## config.mk

```make
export PLATFORM = sky130hd
export DESIGN_NAME = ram_arbiter
export DESIGN_NICKNAME = d
export VERILOG_FILES = /design/src/rtl/ram_arbiter.sv
export SDC_FILE = /design/constraint.sdc
export NUM_CORES = 1
export LEC_CHECK = 0
export CAP_MARGIN = 20
export CELL_PAD_IN_SITES_DETAIL_PLACEMENT = 1
export CELL_PAD_IN_SITES_GLOBAL_PLACEMENT = 1
export CORE_MARGIN = 1
export CORE_UTILIZATION = 28
export DETAILED_ROUTE_END_ITERATION = 12
export PLACE_DENSITY = 0.89
export SYNTH_ARGS = -nofsm -noshare
export SYNTH_HDL_FRONTEND = slang
export SYNTH_SLANG_ARGS = --single-unit
```

## constraint.sdc

```tcl
create_clock -name clk -period 6.05 [get_ports clk]
set_input_delay 0.9075 -clock clk [delete_from_list [all_inputs] [get_ports clk]]
set_output_delay 0.9075 -clock clk [all_outputs]
set_load 0.01 [all_outputs]
```

## src/rtl/ram_arbiter.sv

```systemverilog
// Two-master round-robin arbiter in front of a single-port synchronous RAM
// with one-cycle read latency. A registered command copy drives the RAM for
// exactly one ISSUE cycle; the completion is reported in the following RESP
// cycle, where the next pending request is also arbitrated.
module ram_arbiter #(
    parameter int ADDR_WIDTH = 32,
    parameter int DATA_WIDTH = 32
) (
    input  logic                    clk,
    input  logic                    rst,

    input  logic                    m0_req,
    input  logic                    m0_we,
    input  logic [ADDR_WIDTH-1:0]   m0_addr,
    input  logic [DATA_WIDTH-1:0]   m0_wdata,
    input  logic [DATA_WIDTH/8-1:0] m0_be,
    output logic                    m0_gnt,
    output logic                    m0_rvalid,
    output logic [DATA_WIDTH-1:0]   m0_rdata,

    input  logic                    m1_req,
    input  logic                    m1_we,
    input  logic [ADDR_WIDTH-1:0]   m1_addr,
    input  logic [DATA_WIDTH-1:0]   m1_wdata,
    input  logic [DATA_WIDTH/8-1:0] m1_be,
    output logic                    m1_gnt,
    output logic                    m1_rvalid,
    output logic [DATA_WIDTH-1:0]   m1_rdata,

    output logic [ADDR_WIDTH-1:0]   ram_addr,
    output logic                    ram_we,
    output logic                    ram_re,
    output logic [DATA_WIDTH/8-1:0] ram_be,
    output logic [DATA_WIDTH-1:0]   ram_wdata,
    input  logic [DATA_WIDTH-1:0]   ram_rdata
);

    localparam int BE_W = DATA_WIDTH / 8;

    typedef enum logic [1:0] {
        IDLE  = 2'd0,
        ISSUE = 2'd1,
        RESP  = 2'd2
    } state_e;

    state_e                 state_q, state_d;
    logic                   last_q, last_d;      // id of the most recently latched master
    logic                   id_q, id_d;          // owner of the command register
    logic                   we_q, we_d;
    logic [ADDR_WIDTH-1:0]  addr_q, addr_d;
    logic [DATA_WIDTH-1:0]  wdata_q, wdata_d;
    logic [BE_W-1:0]        be_q, be_d;
    logic [DATA_WIDTH-1:0]  rdata0_q, rdata0_d;
    logic [DATA_WIDTH-1:0]  rdata1_q, rdata1_d;

    logic                   any_req;
    logic                   winner;
    logic                   latch;
    logic                   in_issue;
    logic                   in_resp;
    logic [DATA_WIDTH-1:0]  resp_data;

    // Round-robin pick: a lone requester wins; on contention the master that
    // did not win last time goes first, so the loser is always served next.
    always_comb begin
        any_req = m0_req | m1_req;
        winner  = (m0_req & m1_req) ? ~last_q : m1_req;
    end

    // Next-state and command-register load; arbitration happens in IDLE and RESP.
    always_comb begin
        state_d = state_q;
        latch   = 1'b0;
        case (state_q)
            IDLE: begin
                if (any_req) begin
                    latch   = 1'b1;
                    state_d = ISSUE;
                end
            end
            ISSUE: state_d = RESP;
            RESP: begin
                if (any_req) begin
                    latch   = 1'b1;
                    state_d = ISSUE;
                end else begin
                    state_d = IDLE;
                end
            end
            default: state_d = IDLE;
        endcase

        last_d  = last_q;
        id_d    = id_q;
        we_d    = we_q;
        addr_d  = addr_q;
        wdata_d = wdata_q;
        be_d    = be_q;
        if (latch) begin
            last_d  = winner;
            id_d    = winner;
            we_d    = winner ? m1_we    : m0_we;
            addr_d  = winner ? m1_addr  : m0_addr;
            wdata_d = winner ? m1_wdata : m0_wdata;
            be_d    = winner ? m1_be    : m0_be;
        end
    end

    // RAM command and master handshakes decode from the state register, so an
    // asynchronous reset kills the strobes without waiting for a clock edge.
    always_comb begin
        in_issue  = (state_q == ISSUE);
        in_resp   = (state_q == RESP);
        ram_we    = in_issue & we_q;
        ram_re    = in_issue & ~we_q;
        ram_be    = (in_issue & we_q) ? be_q : '0;
        ram_addr  = addr_q;
        ram_wdata = wdata_q;
        m0_gnt    = in_issue & ~id_q;
        m1_gnt    = in_issue & id_q;
        m0_rvalid = in_resp & ~id_q;
        m1_rvalid = in_resp & id_q;
    end

    // RAM data arrives during RESP; it is passed straight through alongside
    // rvalid and captured so each master's rdata holds until its next rvalid.
    always_comb begin
        resp_data = we_q ? '0 : ram_rdata;
        rdata0_d  = m0_rvalid ? resp_data : rdata0_q;
        rdata1_d  = m1_rvalid ? resp_data : rdata1_q;
        m0_rdata  = rdata0_d;
        m1_rdata  = rdata1_d;
    end

    // State, round-robin pointer, command register and held read data.
    always_ff @(posedge clk or posedge rst) begin
        if (rst) begin
            state_q  <= IDLE;
            last_q   <= 1'b1;
            id_q     <= 1'b0;
            we_q     <= 1'b0;
            addr_q   <= '0;
            wdata_q  <= '0;
            be_q     <= '0;
            rdata0_q <= '0;
            rdata1_q <= '0;
        end else begin
            state_q  <= state_d;
            last_q   <= last_d;
            id_q     <= id_d;
            we_q     <= we_d;
            addr_q   <= addr_d;
            wdata_q  <= wdata_d;
            be_q     <= be_d;
            rdata0_q <= rdata0_d;
            rdata1_q <= rdata1_d;
        end
    end

endmodule

```

Word-level counts from Yosys, hierarchy flattened. Index checks and enable logic that the tools add are counted.

Register bits: 137. Input bits: 174. Word-level logic and storage cells: 39.

Bitwise operators: 11. Reductions and logical operators: 2. Muxes and demuxes: 14. Equality and inequality tests: 3.

Operator list (count): two-way mux 32 bit (5); two-way mux 4 bit (2); AND 1 bit (7); one-hot mux 2 bit (3 select lines) (1); two-way mux 1 bit (5); NOT 1 bit (3); == test 2 x 1 -> 1 bit, second input constant (1); == test 2 bit, second input constant (1); logical NOT 2 bit (1); two-way mux 2 bit (1); != test 2 bit, second input constant (1); OR reduction 2 bit (1); bitwise OR 1 bit (1).

Depth between registers and ports, before layout.
Depth after elaboration: 3. Gate-level depth with buffers: 6. Depth with buffers taken out: 3.

Least setup slack after synthesis. Ideal clock, no wire load.

Path type: input to output. From: input ram_rdata[0]. To: output m1_rdata[0]. Cell stages on the path: 2. Data arrival time: 1.298 ns. Setup slack: 3.844 ns. Path through: nand2b_1 -> o21ai_0.

Longest elaborated chain between the ends: 2.

RTL lines: start: declaration (RTL line 35) `input logic [DATA_WIDTH-1:0] ram_rdata`; two-way mux 32 bit (RTL line 128) `resp_data = we_q ? '0 : ram_rdata;`; two-way mux 32 bit (RTL line 130) `rdata1_d = m1_rvalid ? resp_data : rdata1_q;`; end: declaration (RTL line 28) `output logic [DATA_WIDTH-1:0] m1_rdata,`.

Every way passes these cells.

Final worst setup path.
From: register state_q[0]. To: output m0_rdata[31].

Longest elaborated chain between the ends: 3.

RTL lines: start: declaration (RTL line 46) `state_e state_q, state_d;`; start signal: assignment (RTL line 148) `state_q <= state_d;`; == test 2 bit (RTL line 113) `in_resp = (state_q == RESP);`; AND 1 bit (RTL line 121) `m0_rvalid = in_resp & ~id_q;`; two-way mux 32 bit (RTL line 129) `rdata0_d = m0_rvalid ? resp_data : rdata0_q;`; end: declaration (RTL line 19) `output logic [DATA_WIDTH-1:0] m0_rdata,`.

Every way passes these cells.

==> flow_metrics.env <==
export IMPL_status="finished, final reports clean"
export IMPL_timing_reg2reg_setup_slack_ns=3.72
export IMPL_clk_pin_slew_ns=0.07
export IMPL_fin_setup_tns_ns=0
export IMPL_dieWidth_um=148
export IMPL_place_hpwl_mm=14.6
export IMPL_timing_rr_start="state_q[0]$_DFFE_PP0P_"
export IMPL_core_area_um2=21000
export IMPL_slew_violations=0
export IMPL_rr_worst_depth=4
export IMPL_final_nets=1108
export IMPL_hold_violations=0
export IMPL_drc=0
export IMPL_period_share_pct=63.5
export IMPL_final_util_pct=46.5
export IMPL_die_area_um2=21900
export IMPL_syn_inst=645
export IMPL_rsz0062_at_grt="no"
export IMPL_design_area_um2=9750
export IMPL_drive_above_1_share_pct=7.07
export IMPL_grt_pass1_vias=5966
export IMPL_clock_latency_ns=0.42
export IMPL_cts_made_buffers=17
export IMPL_timing_slew_headroom_pct=38.5
export IMPL_layout_common_cells="311 x clkdlybuf4s50_1, 202 x nand2_1, 136 x dfrtp_1, 72 x nor2_1, 70 x a31oi_1"
export IMPL_firstDrtPassIters=4
export IMPL_grt_pass1_wl_mm=31.5
export IMPL_die_height_um=148
export IMPL_cp_start_kind="flip-flop"
export IMPL_timing_fmax_ghz=0.260
export IMPL_area_growth_pct=63.0
export IMPL_place_area_um2=9170
export IMPL_ir_drop_mv=0.135
export IMPL_crit_fanout=36
export IMPL_cts_resized=0
export IMPL_holdBufCountCts=0
export IMPL_power_density_nw_per_um2=395
export IMPL_critical_path_required_ns=5.14
export IMPL_io_buffers=311
export IMPL_leakage_nw=4.10
export IMPL_yosysSeqAreaShare_pct=57.3
export IMPL_hp_class="flip-flop to flip-flop"
export IMPL_syn_area_um2=5980
export IMPL_finalSetupViolCount=0
export IMPL_min_to="rdata0_q[7]$_DFF_PP0_"
export IMPL_synth_top_cells_by_area="dfrtp_1 57%, nand2_1 13%, a31oi_1 7.3%, nor2_1 4.5%, nand2b_1 3.5%"
export IMPL_yosysWarnings=0
export IMPL_ys_seq_elements=137
export IMPL_r2r_end="ram_wdata[1]$_DFFE_PP0P_"
export IMPL_cts_tree="built"
export IMPL_period_needed_ns=3.84
export IMPL_setup_ws_ns=2.21
export IMPL_yosysUniqueCellTypes=24
export IMPL_first_iter_violations=115
export IMPL_wl_per_cell_um=16.5
export IMPL_clock_skew_final_ns=0.00900
export IMPL_io_pin_count=312
export IMPL_num_vias=5588
export IMPL_worstMarginPinSlew_ns=0.923
export IMPL_syn_nets=819
export IMPL_core_rowCount=53
export IMPL_grt_ovfl_total=0
export IMPL_dpl_worst_slack_ns=2.61
export IMPL_grt_usage_pct=18.6
export IMPL_htree_num_levels=4
export IMPL_worst_ep_arrival_time_ns=2.94
export IMPL_routed_via_density=4.57
export IMPL_critPathKind="flip-flop to output port"
export IMPL_synth_top_cell_by_area="dfrtp_1"
export IMPL_detail_route_antenna_nets=0
export IMPL_hold_depth=2
export IMPL_drv_cap=0
export IMPL_post_cts_buffers=0
export IMPL_grt_max_degree=96
export IMPL_root_buffer="clkbuf_16"
export IMPL_wirelength_mm=20.3
export IMPL_avgSynthCellArea_um2=9.27
export IMPL_gp_congestion=0.758
export IMPL_hp_start="rdata0_q[7]$_DFF_PP0_"
export IMPL_initial_core_util_pct=28.5
export IMPL_clock_sinks=137
export IMPL_cp_end_kind="output port"
export IMPL_fill_cells=2383
export IMPL_final_common_cell="clkdlybuf4s50_1"
export IMPL_synth_top_area_share_pct=56.9
export IMPL_clk_path_buf_depth=2
export IMPL_antenna_found_initial=2
-- sequential cells by signal, indices dropped and copies added, names as in the netlist --
| register | cells |
|---|---|
| id_q | 1 |
| ram_addr | 32 |
| we_q | 1 |
| state_q | 2 |
| rdata1_q | 32 |
| last_q | 1 |
| be_q | 4 |
| rdata0_q | 32 |
| ram_wdata | 32 |
-- critical path: stages (launching register included) --
cell and delay (ns):
dfrtp_1 0.44, or3b_2 0.82, buf_4 0.38, o21ai_0 0.29
clkdlybuf4s50_1 0.59
-- cell usage after synthesis --
library cell and instances:
o21ai_1 9, buf_6 17, o21ai_0 33, clkbuf_1 7
a31oi_1 70, o22ai_1 1, a21oi_1 1, buf_12 1
a21boi_2 1, a21bo_2 1, dfstp_2 1, nand3b_1 1
nand2_1 202, o21ba_2 1, nand2b_1 33, inv_1 6
o21ai_2 22, dfrtp_1 136, and2_1 1, nor2_1 72
buf_2 22, and3_1 4, buf_4 2, or3b_1 1
-- metrics by stage --
| step | hold WS (ns) | std cells | power, mW |
|---|---|---|---|
| 5_1_grt | 0.489 | 1222 | 4.07 |
| 3_5_place_dp | 0.455 | 1190 | 2.85 |
| 6_report | 0.469 | 1224 | 3.85 |
| 2_1_floorplan | 0.477 | 645 | 1.98 |
| 4_1_cts | 0.471 | 1222 | 3.90 |
| 3_3_place_gp | 0.447 | 1189 | 2.78 |
-- power breakdown --
group	internal [mW]	switching, mW	total [mW]	leakage (nW)
Clock	0.577	0.448	1.03	0.272
Sequential	1.22	0.120	1.34	1.65
Combinational	0.779	0.705	1.48	2.18
-- cell type report --
cell class / count / area (um^2) / area share (%)
diodes: 2 / 5.00 / 0.0513
clock buffers: 18 / 429 / 4.40
clock inverters: 14 / 141 / 1.45
inverters: 6 / 27.5 / 0.282
multi-input cells: 453 / 2180 / 22.4
flip-flops and latches: 137 / 3430 / 35.2
well taps: 275 / 344 / 3.53
repair buffers: 319 / 3190 / 32.8
-- worst max path at each step --
stage | slack [ns] | start | depth (start not counted) | to
after CTS | 2.15 | state_q[0]$_DFFE_PP0P_ | 4 | m0_rdata[31]
after global routing | 2.06 | state_q[0]$_DFFE_PP0P_ | 4 | m0_rdata[31]
after floorplan | 1.48 | rst | 1 | be_q[0]$_DFFE_PP0P_
after global placement | 2.68 | m1_req | 5 | ram_addr[1]$_DFFE_PP0P_
after detailed placement | 2.61 | m0_req | 5 | ram_wdata[1]$_DFFE_PP0P_
final | 2.21 | state_q[0]$_DFFE_PP0P_ | 4 | m0_rdata[31]
-- cell families (layout without fill, tap and decap cells) --
group	Yosys count	count (layout)	synth area share (%)
compound gates	139	139	14.8
buf+inv	55	357	6.44
flops	137	137	57.3
other cells	0	2	0
simple gates	314	314	21.4
-- metal layers --
layer / track usage [%] / part of all wire, %
met1: 20.4 / 40
met4: 7.22 / 2.2
met3: 7.24 / 9.4
met2: 32.1 / 49
met5: 0 / 0
(Power assumes the default switching activity.)
